===== config.mk =====
export PLATFORM = sky130hd
export DESIGN_NAME = jk_bank_driver
export DESIGN_NICKNAME = d
export VERILOG_FILES = /design/src/rtl/jk_bank_driver.sv
export SDC_FILE = /design/constraint.sdc
export NUM_CORES = 1
export LEC_CHECK = 0
export CAP_MARGIN = 10
export CELL_PAD_IN_SITES_DETAIL_PLACEMENT = 0
export CELL_PAD_IN_SITES_GLOBAL_PLACEMENT = 1
export CORE_UTILIZATION = 38
export DETAILED_ROUTE_END_ITERATION = 7
export MAX_ROUTING_LAYER = met4
export PLACE_DENSITY_LB_ADDON = 0.3
export SLEW_MARGIN = 10
export SYNTH_ARGS = -nofsm -noshare
export SYNTH_HDL_FRONTEND = slang
export SYNTH_SLANG_ARGS = --single-unit

===== constraint.sdc =====
create_clock -name clk -period 4.6 [get_ports clk]
set_input_delay 0.92 -clock clk [delete_from_list [all_inputs] [get_ports clk]]
set_output_delay 0.92 -clock clk [all_outputs]
set_load 0.02 [all_outputs]

===== src/rtl/jk_bank_driver.sv =====
// Drives the J/K inputs of an external JK flip-flop bank toward a requested target word,
// verifies the bank via Q feedback and retries on mismatch. Define JK_TOGGLE_EN for toggle-code excitation.
module jk_bank_driver #(
  parameter int unsigned WIDTH     = 8,
  parameter int unsigned MAX_RETRY = 3
) (
  input  logic             clk,
  input  logic             reset,
  input  logic             tgt_valid,
  output logic             tgt_ready,
  input  logic [WIDTH-1:0] tgt_data,
  input  logic [WIDTH-1:0] q_fb,
  output logic [WIDTH-1:0] j,
  output logic [WIDTH-1:0] k,
  output logic             busy,
  output logic             done,
  output logic             err
);

  localparam int unsigned RW = (MAX_RETRY > 0) ? $clog2(MAX_RETRY + 1) : 1;

  typedef enum logic [1:0] {IDLE, DRIVE, CHECK} state_t;

  state_t           state_q, state_d;
  logic [WIDTH-1:0] tgt_q, tgt_d;
  logic [RW-1:0]    retry_q, retry_d;
  logic [WIDTH-1:0] j_d, k_d;
  logic             done_d, err_d;
  logic [WIDTH-1:0] exc_src, exc_j, exc_k;

  assign tgt_ready = (state_q == IDLE);
  assign busy      = (state_q != IDLE);

  // Excitation source is the incoming word at capture, the held target on retry.
  assign exc_src = (state_q == IDLE) ? tgt_data : tgt_q;

`ifdef JK_TOGGLE_EN
  assign exc_j = exc_src ^ q_fb;
  assign exc_k = exc_src ^ q_fb;
`else
  assign exc_j = exc_src & ~q_fb;
  assign exc_k = ~exc_src & q_fb;
`endif

  always_ff @(posedge clk or negedge reset) begin
    if (!reset) begin
      state_q <= IDLE;
      tgt_q   <= '0;
      retry_q <= '0;
      j       <= '0;
      k       <= '0;
      done    <= 1'b0;
      err     <= 1'b0;
    end else begin
      state_q <= state_d;
      tgt_q   <= tgt_d;
      retry_q <= retry_d;
      j       <= j_d;
      k       <= k_d;
      done    <= done_d;
      err     <= err_d;
    end
  end

  always_comb begin
    state_d = state_q;
    tgt_d   = tgt_q;
    retry_d = retry_q;
    j_d     = '0;
    k_d     = '0;
    done_d  = 1'b0;
    err_d   = 1'b0;
    unique case (state_q)
      IDLE: begin
        if (tgt_valid) begin
          tgt_d   = tgt_data;
          j_d     = exc_j;
          k_d     = exc_k;
          retry_d = '0;
          state_d = DRIVE;
        end
      end
      DRIVE: begin
        state_d = CHECK;
      end
      CHECK: begin
        if (q_fb == tgt_q) begin
          done_d  = 1'b1;
          state_d = IDLE;
        end else if (retry_q < RW'(MAX_RETRY)) begin
          retry_d = retry_q + RW'(1);
          j_d     = exc_j;
          k_d     = exc_k;
          state_d = DRIVE;
        end else begin
          err_d   = 1'b1;
          state_d = IDLE;
        end
      end
      default: state_d = IDLE;
    endcase
  end

endmodule


==> results of run 1 <==
report_power, final:
group	total [W]	internal [W]	switching, W	leakage, nW
Clock	0.000141	0.0000575	0.0000837	0.0254
Combinational	0.000478	0.000231	0.000247	0.360
Sequential	0.000407	0.000352	0.0000551	0.391
Total	0.00103	0.000640	0.000386	0.777
stage by stage:
| stage | std cells | total power (W) |
|---|---|---|
| floorplan | 102 | 0.000737 |
| global placement | 181 | 0.000885 |
| detailed placement | 181 | 0.000896 |
| CTS | 188 | 0.00104 |
| global route | 188 | 0.00109 |
| finish | 188 | 0.00103 |
worst paths after layout:
path	depth (start not counted)	endpoint	slack (ps)
setup reg to reg	3	tgt_q[5]$_DFFE_PN0P_	2310
hold reg to reg	1	state_q[1]$_DFFE_PN0P_	490
hold / removal	1	state_q[1]$_DFFE_PN0P_	490
min in group asynchronous	2	err$_DFF_PN0_	970
setup / recovery	3	tgt_ready	1510
max in group asynchronous	2	k[0]$_DFF_PN0_	3340
synthesized netlist by cell type, drive strengths merged:
| library cell | count |
|---|---|
| dfrtp | 30 |
| nand2 | 14 |
| mux2i | 10 |
| a211oi | 8 |
| a21oi | 8 |
| mux2 | 8 |
| xor2 | 8 |
| buf | 4 |
| nor2 | 2 |
| nor2b | 2 |
| nor4 | 2 |
| a211o | 1 |
| and3 | 1 |
| clkbuf | 1 |
| ha | 1 |
| inv | 1 |
| nand2b | 1 |
area by class of cell:
cell class | instances | area [sq um]
Fill cell | 296 | 1400
Multi-Input combinational cell | 66 | 479
Sequential cell | 30 | 751
Clock buffer | 7 | 45.0
Tap cell | 44 | 55.1
Inverter | 1 | 3.75
Timing Repair Buffer | 40 | 395
layer usage:
metal | vias to the layer above | part of all wire (%)
li1 | 440 | -
met1 | 444 | 42
met2 | 27 | 51
met3 | 5 | 5.4
met4 | 0 | 1.8
met5 | - | 0
flip-flops by register name (all words and copies together), names as in the netlist:
register,count
done,1
err,1
state_q,2
k,8
j,8
tgt_q,8
retry_q,2
kinds of logic (layout without fill, tap and decap cells):
group / Yosys count / in the layout / synth area share [%]
buf+inv: 6 / 48 / 3.82
flops: 30 / 30 / 58.7
mux: 18 / 18 / 14.9
simple gates: 22 / 22 / 7.63
xor+xnor: 8 / 8 / 5.48
fa+ha+maj: 1 / 1 / 0.978
compound gates: 17 / 17 / 8.51
worst max-delay path, stage by stage, from the launching register on:
cell                              delay, ps
sky130_fd_sc_hd__dfrtp_1                410
sky130_fd_sc_hd__nor2_1                 520
sky130_fd_sc_hd__buf_4                  290
sky130_fd_sc_hd__clkdlybuf4s50_1        610
==> results.txt, run 1 <==
The count of different cell masters after synthesis was 19. At the end of routability-driven placement, the weighted congestion stood at 0.720. The worst-case IR drop observed on VDD is 224 uV.

The die footprint was 0.00360 sq mm. The tightest min-delay check is of the reg2reg type. Before antenna repair, the detailed router went through 4 iterations.

For this design the ratio of total power to cell area is 593 mW/mm^2. The beginning of the worst hold path is state_q[1]$_DFFE_PN0P_. Counting I/O delays and the setup requirement, the final critical path takes 3090 ps.

The critical path starts at state_q[1]$_DFFE_PN0P_. For the number of max-cap violations, the log shows 0. The library cells used most frequently in the layout, excluding fill and tap cells, are 38 x sky130_fd_sc_hd__clkdlybuf4s50_1, 30 x sky130_fd_sc_hd__dfrtp_1, 14 x sky130_fd_sc_hd__nand2_1. The number of antenna diodes in the final layout is 0. For this run, global-route usage on met2 was measured as 26.7%. The type of origin of the critical path is a flop. Mean number of vias per cell: 4.87. The run gives 0 ps as the setup TNS after final layout. Across all setup checks in the final design, the least slack found is 1510 ps. Measured against its own limit, the worst slew margin works out to 37.3%.

After synthesis, the largest area contributor takes up 58.7% of total cell area. The region available for standard cell placement spans 0.00313 sq mm. Port buffering added 38 buffers. The critical path is of the reg2out type. The setup-violating endpoint count in the final report came out at 0.

Setup repair after global routing left no endpoint under its margin. Dividing the detail-routed wire length by the instance count gives 13.1 um. For the number of pins exceeding their max-slew limit in the final report, the log shows 0. Buffer levels on the longest clock path: 2. For this design, the sink count on the clock tree is 30. The detail route stage leaves a number of antenna-violating nets equal to 0.

For this configuration, the core starts out at a cell density of 40.9%. The number of setup buffers added after CTS is 0. The leakage power summed over all cells is 0.777 nW. By area the synthesized netlist is led by sky130_fd_sc_hd__dfrtp_1 59%, sky130_fd_sc_hd__mux2i_1 7.8%, sky130_fd_sc_hd__mux2_2 7.0%. The met1 track demand over resource came out at 17.8%.

The clock tree root buffer cell is sky130_fd_sc_hd__clkbuf_4. Global routing used 4.55% of the available met3 tracks. The clock tree synthesis step divided the H-tree into 2 levels. For this run, the register share of the synthesized area comes to 58.7%. The portion of the clock cycle consumed by the worst path in the final layout is 67.1%, and the actual transition at the worst max-transition pin is 939 ps. Share of cells above drive strength 1: 10.4%. Launching point of the worst reg2reg path: state_q[1]$_DFFE_PN0P_. The quantity of hold-fixing buffers added after cts came out at 0.

The number of global-route vias before repair was 895; the synthesized netlist net count was 122. The tools report the end-of-flow core utilization as 55.3%. The clock transition at the registers of the reported paths was 90 ps. TritonCTS built the clock tree. The routed via count is 916. The flow ran to the end, and the final reports show no timing, DRC or antenna violations. Hold is met by 493 ps. For this run, the number of Yosys warnings is 0. The horizontal die dimension is 60.0 um, and the total wire length is 2470 um. The pin count of the biggest net entering global routing was 31; the total routing usage reported by global routing was 16.4%. 39 I/O pins were placed. For the summed area of non-filler cells in the final layout, the log shows 0.00173 sq mm. Based on the critical path, the design can be clocked at up to 324 MHz.

Mean area per synthesized cell: 12.5 sq um. The worst endpoint data arrival time came out at 2170 ps. The number of resized instances in the post-cts repair step was 0; the number of endpoints with negative hold slack in the final report was 0.

Post-synthesis cell type with the largest combined area: sky130_fd_sc_hd__dfrtp_1. For the final database, setup skew stands at 5.63 ps. The area growth from synthesis to layout is 35.2%.

The pre-CTS setup slack was 1620 ps; the total CTS buffers was 5. The wire length of the first global-routing pass was 3990 um. The run gives 1730 um as the total half-perimeter wirelength after legalization and detailed placement.

The layer flagged by global routing as most heavily used is met2. The worst setup path is captured at an output pin. From bottom edge to top edge, the die measures 60.0 um. Synthesis produced a netlist whose cell count is 102.

The cell area that synthesis handed to floorplanning was 0.00128 sq mm. The insertion delay of the later-clocked pin in the worst-skew pair is 330 ps, and the largest fanout of any net on the critical path is 6. In the routed design, unresolved DRC markers number 0.

The number of antenna violations at the first check in global routing is 0. First-iteration detailed-routing DRC count: 23. The floorplan has 20 rows. The most common cell after layout, fill and taps aside was sky130_fd_sc_hd__clkdlybuf4s50_1.

The run gives 0 as the final global-route overflow total. The logs give 0.00168 sq mm for the area after detailed placement and 3680 ps for the required time at the endpoint of the critical path. In the final design database the tool counted 164 nets. The synthesis-stage register bit count came out at 30.
No activity file was read; power rests on OpenSTA's default activity.
==> run 2, diff against run 1 <==
- CORE_UTILIZATION: 38 -> 35
- clock period: 4.6 -> 2.9 ns (I/O delays scaled with it)
==> results.txt, run 2 (synthesized netlist as in run 1, its figures left out) <==
The flow ran to the end, and the final reports show no timing, DRC or antenna violations. The non-filler instance count after layout came out at 195 (+3.7%). Relative to the synthesized area, the layout overhead comes to 39.2%.

The logs give 479 sq um (unchanged) for the area of the multi-input gates and 1810 um (+4.9%) for the total half-perimeter wirelength after legalization and detailed placement. The actual transition at the worst max-transition pin was 484 ps (-455 ps). The normalized max-slew margin was 67.5% (+30 points). The setup-violating endpoint count in the final report is 0 (unchanged), and the number of rows in the core area is 21 (+5.0%). The logs give 4 (unchanged) for the number of optimization iterations in the first detailed-route pass and 751 sq um (unchanged) for the storage element area.

The average wire per standard cell was 12.8 um (-2.4%); the total wire length was 2500 um (+1.2%). The setup path with the least slack is of type reg2out. The number of antenna violations at the first check in global routing is 0 (unchanged), and the height of the die is 62.4 um (+4.1%).

The number of resized instances in the post-cts repair step is 0 (unchanged), and the clock transition at the registers of the reported paths is 90 ps (about the same). The tools report the leakage power summed over all cells as 0.803 nW (+3.5%). Required time at the endpoint of the critical path: 2320 ps (-1360 ps). The final global-route overflow total was 0 (unchanged); the summed area of non-filler cells in the final layout was 0.00178 sq mm (+3.0%). TritonCTS built the clock tree.

The buffer levels on the longest clock path was 2 (unchanged); the horizontal die dimension was 62.4 um (+4.1%). The core region area is 0.00342 sq mm (+9.2%). The quantity of hold-fixing buffers added after cts is 0 (unchanged).

The die footprint came out at 0.00390 sq mm (+8.3%). The worst endpoint data arrival time is 1690 ps (-480 ps). Clock tree root buffer cell: sky130_fd_sc_hd__clkbuf_4. The routed via count was 946 (+3.3%); the number of endpoints with negative hold slack in the final report was 0 (unchanged). The cell area power density is 954 mW/mm^2 (+61%).

The count of placed standard cells including taps was 187 (+3.3%). In the layout the commonest cells are 38 x sky130_fd_sc_hd__clkdlybuf4s50_1, 30 x sky130_fd_sc_hd__dfrtp_1, 14 x sky130_fd_sc_hd__nand2_1. The total routing usage reported by global routing came out at 15.3% (-1.2 points).

The tools report the count of H-tree levels built during CTS as 2 (unchanged). The insertion delay of the later-clocked pin in the worst-skew pair was 330 ps (about the same); the worst vdd rail ir drop was 318 uV (+42%). The library cell used most frequently in the layout, excluding fill and tap cells, is sky130_fd_sc_hd__clkdlybuf4s50_1. The worst path uses 78.2% of the clock period. Setup repair after global routing left no endpoint under its margin.

The number of fillers in the final layout was 311 (+5.1%). The top-level port count is 39 (unchanged). The run gives 25 (+8.7%) as the first-iteration detailed-routing DRC count.

The timing-limited maximum frequency came out at 441 MHz. The final RePlAce weighted congestion was 0.693 (-3.7%). For the end-of-flow core utilization, the log shows 52.1% (-3.2 points). In the final layout, the registers with the most flip-flops are j x8, k x8, tgt_q x8. The setup TNS after final layout is 0 ps (unchanged). The number of buffers added for setup after CTS was 0 (unchanged). Type of origin of the critical path: a flop. For the number of global-route vias before repair, the log shows 991 (+11%).

The final critical path time including I/O delays and setup is 2270 ps. Worst min-delay path class: reg2reg. The logs give 0.00172 sq mm (+1.9%) for the area after detailed placement and 4360 um (+9.3%) for the wire length of the first global-routing pass. Initial core utilization: 37.4% (-3.4 points). The tools report the detailed-route DRC error count as 0 (unchanged).

The share of cells above drive strength 1 was 14.8% (+4.3 points). The worst-case clock skew is 7.31 ps (+1.68 ps), and the largest fanout of any net on the critical path is 7 (+1). The clock sink count is 30 (unchanged), and the antenna diode count is 0 (unchanged).

The number of pins exceeding their max-slew limit in the final report was 0 (unchanged). The total CTS buffers was 5 (unchanged). The mean number of vias per cell is 4.85 (-0.43%), and the final net count is 168 (+2.4%). For the pin count of the biggest net entering global routing, the log shows 31 (unchanged).

The capturing element type of the critical path is an output pin. The logs give 0 (unchanged) for the number of max-cap violations and 0 (unchanged) for the count of nets left with antenna violations after detail routing. The number of input and output port buffers inserted was 38 (unchanged).
run 2: final timing paths:
path	start	endpoint	slack, ps	cells past startpoint
min	state_q[1]$_DFFE_PN0P_	state_q[1]$_DFFE_PN0P_	480	1
max reg2reg	tgt_q[6]$_DFFE_PN0P_	retry_q[0]$_DFFE_PN0P_	1180	5
min in group asynchronous	reset	k[4]$_DFF_PN0_	640	2
max in group asynchronous	reset	err$_DFF_PN0_	1990	2
min reg2reg	state_q[1]$_DFFE_PN0P_	state_q[1]$_DFFE_PN0P_	480	1
max	state_q[1]$_DFFE_PN0P_	tgt_ready	630	3
run 2: per-layer routing:
metal / part of all wire [%] / GRT usage [%] / wire length (um) / vias up
met5: 0 / - / 0 / -
met4: 0.88 / 4.36 / 22 / 0
met3: 6.0 / 6.39 / 150 / 2
met2: 50 / 25.0 / 1260 / 29
met1: 43 / 17.0 / 1070 / 467
li1: - / - / - / 448
run 2: area by class of cell:
| type | count | area share, % |
|---|---|---|
| Clock buffer | 6 | 2.88 |
| Clock inverter | 2 | 0.703 |
| Inverter | 1 | 0.211 |
| Multi-Input combinational cell | 66 | 26.9 |
| Sequential cell | 30 | 42.2 |
| Tap cell | 46 | 3.23 |
| Timing Repair Buffer | 44 | 23.9 |
run 2: metrics by stage:
stage	hold slack (ps)	power (W)	setup WS [ps]
final	479	0.00170	633
after global routing	501	0.00183	519
after CTS	480	0.00172	609
after detailed placement	472	0.00146	521
after global placement	454	0.00144	638
after floorplan	284	0.00117	1210
run 2: power breakdown:
part / internal [W] / switching (W)
Sequential: 0.000557 / 0.0000854
Combinational: 0.000397 / 0.000400
Clock: 0.000116 / 0.000143
Total: 0.00107 / 0.000629
run 2: worst max-delay path: stages (launching register included):
cell and delay, ps:
sky130_fd_sc_hd__dfrtp_1 410, sky130_fd_sc_hd__nor2_1 140, sky130_fd_sc_hd__buf_4 190, sky130_fd_sc_hd__clkdlybuf4s50_1 620
==> run 3, diff against run 2 <==
- clock period: 2.9 -> 2.3 ns (I/O delays scaled with it)
==> results.txt, run 3 (synthesized netlist as in run 1, its figures left out) <==
The buffer levels on the longest clock path is 2 (unchanged), and the largest fanout of any net on the critical path is 6 (-1). Switching power as a share of total power: 36.6% (-0.43 points). Kind of critical path: reg2out. The horizontal die dimension was 62.4 um (unchanged).

The number of endpoints with negative hold slack in the final report was 0 (unchanged); the height of the die was 62.4 um (unchanged). The initial core utilization is 37.4% (unchanged), and the portion of the clock cycle consumed by the worst path in the final layout is 93.9%. The worst setup path is launched from a flop.

For the core region area, the log shows 0.00342 sq mm (unchanged). On the critical path the largest part of the delay comes from buffers and inverters. The logs give 0 (unchanged) for the detailed-route DRC error count and 15.2% (about the same) for the clock power share.

For this run, the top clock speed supported by timing is 463 MHz. The required time at the endpoint of the critical path is 1840 ps (-480 ps), and the number of buffers and inverters on the critical path is 1 (-1). The final RePlAce weighted congestion is 0.741 (+7.0%).

The pre-CTS setup slack was 75.9 ps (-445 ps). The leakage power summed over all cells was 0.809 nW (+0.70%); the pin count of the biggest net entering global routing was 31 (unchanged). The total wire length is 2470 um (-0.96%), and the cell area power density is 1200 mW/mm^2 (+26%). The tools report the internal portion of total power as 0.00136 W (+27%). The post-route worst setup slack was 141 ps (-492 ps); the worst endpoint data arrival time was 1700 ps (about the same). The count of placed standard cells including taps is 188 (+0.53%).

Setup repair after global routing left no endpoint under its margin. The actual transition at the worst max-transition pin came out at 429 ps (-54.4 ps). The capturing element type of the critical path was an output pin. The tree is rooted in a sky130_fd_sc_hd__clkbuf_4.

After global routing, the most crowded layer is met2. For the fraction of power consumed by combinational cells, the log shows 46.9% (about the same). The logs give 610 ps (-570 ps) for the register-to-register setup slack and 10.5 ps (+3.22 ps) for the worst-case clock skew. The run gives 330 ps (about the same) as the insertion delay of the later-clocked pin in the worst-skew pair. The wire length of the first global-routing pass was 4060 um (-6.8%).

The run gives 0 (unchanged) as the antenna diode count. The number of global-route vias before repair was 919 (-7.3%). The worst vdd rail ir drop was 504 uV (+59%). Among all stages on the critical path, the largest delay is contributed by sky130_fd_sc_hd__clkdlybuf4s50_1.

For the die footprint, the log shows 0.00390 sq mm (unchanged). The share of cells above drive strength 1 is 15.3% (+0.57 points), and the total CTS buffers is 5 (unchanged). The non-filler instance count after layout was 196 (+0.51%); the number of max-cap violations was 0 (unchanged).

The normalized max-slew margin was 71.1% (+3.7 points). The tools report the top-level port count as 39 (unchanged). The tools report the number of optimization iterations in the first detailed-route pass as 4 (unchanged).

The final global-route overflow total is 0 (unchanged). The tools report the setup TNS after final layout as 0 ps (unchanged). TritonCTS built the clock tree. The setup-violating endpoint count in the final report is 0 (unchanged). The total routing usage reported by global routing was 14.3% (-0.91 points); the clock transition at the registers of the reported paths was 80 ps (about the same). The number of input and output port buffers inserted is 38 (unchanged). For the number of antenna violations at the first check in global routing, the log shows 0 (unchanged). The run finished with clean final reports.

The count of H-tree levels built during CTS came out at 2 (unchanged). The largest registers in the layout are j x8, k x8, tgt_q x8. The total half-perimeter wirelength after legalization and detailed placement was 1760 um (-3.2%).

The area growth from synthesis to layout is 39.7%. Clock sink count: 30 (unchanged). The signal on the critical path passes through nor2_2 -> clkdlybuf4s50_1. The logs give 23.5% (-1.5 points) for the global routing met2 resource utilization and 0.000784 W (+25%) for the reported net switching power. The tools report the number of rows in the core area as 21 (unchanged). In the layout the commonest cells are 38 x sky130_fd_sc_hd__clkdlybuf4s50_1, 30 x sky130_fd_sc_hd__dfrtp_1, 14 x sky130_fd_sc_hd__nand2_1.

The average wire per standard cell is 12.6 um (-1.5%). The mean number of vias per cell was 4.64 (-4.3%). The worst hold path belongs to the class reg2reg. The run gives 6.02% (-0.36 points) as the routing usage on met3. The run gives 15.1% (-1.9 points) as the met1 track demand over resource. The logs give 0 (unchanged) for the number of buffers added for setup after CTS and 910 (-3.8%) for the routed via count. The critical path's largest stage delay was 660 ps (+40 ps). The logs give 335 (+7.7%) for the number of fillers in the final layout and 24 (-4.0%) for the first-iteration detailed-routing DRC count. The logs give 0 (unchanged) for the number of pins exceeding their max-slew limit in the final report and 37.9% (about the same) for the sequential share of power.

Leaving out fill and tap cells, the most frequent cell in the layout is sky130_fd_sc_hd__clkdlybuf4s50_1. The worst path needs 2160 ps of the cycle, external delays included. For the count of nets left with antenna violations after detail routing, the log shows 0 (unchanged). The logs give 52.3% (+0.18 points) for the end-of-flow core utilization and 169 (+0.60%) for the final net count.
## run 3: cell types whose count changed in the layout (fill, tap and decap cells not counted)
| cell | previous run | this run |
|---|---|---|
| sky130_fd_sc_hd__buf_4 | 6 | 7 |
| sky130_fd_sc_hd__clkbuf_1 | 0 | 1 |
| sky130_fd_sc_hd__clkinvlp_4 | 1 | 0 |
| sky130_fd_sc_hd__nor2_1 | 2 | 1 |
| sky130_fd_sc_hd__nor2_2 | 0 | 1 |
## run 3: through the flow
step | total power (W) | cell area [sq um] | hold slack, ps
floorplan | 0.00147 | 1280 | 164
global placement | 0.00182 | 1720 | 459
detailed placement | 0.00183 | 1720 | 462
CTS | 0.00218 | 1790 | 496
global route | 0.00229 | 1790 | 524
finish | 0.00215 | 1790 | 495
## run 3: what timing repair did
| item | in CTS | in global routing |
|---|---|---|
| resized for setup | 1 | 0 |
| endpoints found under the setup margin | 1 | 0 |
| hold buffers | 0 | 0 |
## run 3: final cells by class
| class | count | area, sq um | share of cell area [%] |
|---|---|---|---|
| inverters | 1 | 3.75 | 0.210 |
| multi-input cells | 66 | 482 | 27.0 |
| clock buffers | 7 | 55.1 | 3.08 |
| flip-flops and latches | 30 | 751 | 42.0 |
| well taps | 46 | 57.6 | 3.22 |
| clock inverters | 1 | 5.00 | 0.280 |
| repair buffers | 45 | 433 | 24.2 |
## run 3: worst register-to-register path, cell delays in order (launching register included)
cell                      delay, ps
sky130_fd_sc_hd__dfrtp_1        410
sky130_fd_sc_hd__xor2_1         170
sky130_fd_sc_hd__nor4_1         440
sky130_fd_sc_hd__a211o_1        240
sky130_fd_sc_hd__buf_4          170
sky130_fd_sc_hd__mux2i_1        190
## run 3: routing by layer
metal	wire (um)	vias up
li1	-	448
met1	1030	429
met2	1260	30
met3	161	3
met4	15	0
met5	0	-
## run 3: path summary, 6_finish.rpt
kind,startpoint,cells after the start,end
max,state_q[1]$_DFFE_PN0P_,2,tgt_ready
min,state_q[1]$_DFFE_PN0P_,1,state_q[1]$_DFFE_PN0P_
max reg2reg,tgt_q[6]$_DFFE_PN0P_,5,retry_q[1]$_DFFE_PN0P_
min reg2reg,state_q[1]$_DFFE_PN0P_,1,state_q[1]$_DFFE_PN0P_
max in group asynchronous,reset,2,state_q[0]$_DFFE_PN0P_
min in group asynchronous,reset,2,tgt_q[0]$_DFFE_PN0P_
## run 3: power groups by stage
stage / Sequential [W] / Combinational (W) / Clock [W]
3_5_place_dp: 0.000819 / 0.00101 / 0
5_1_grt: 0.000835 / 0.00109 / 0.000363
3_3_place_gp: 0.000810 / 0.00101 / 0
4_1_cts: 0.000813 / 0.00103 / 0.000339
2_1_floorplan: 0.000898 / 0.000575 / 0
6_report: 0.000813 / 0.00101 / 0.000327
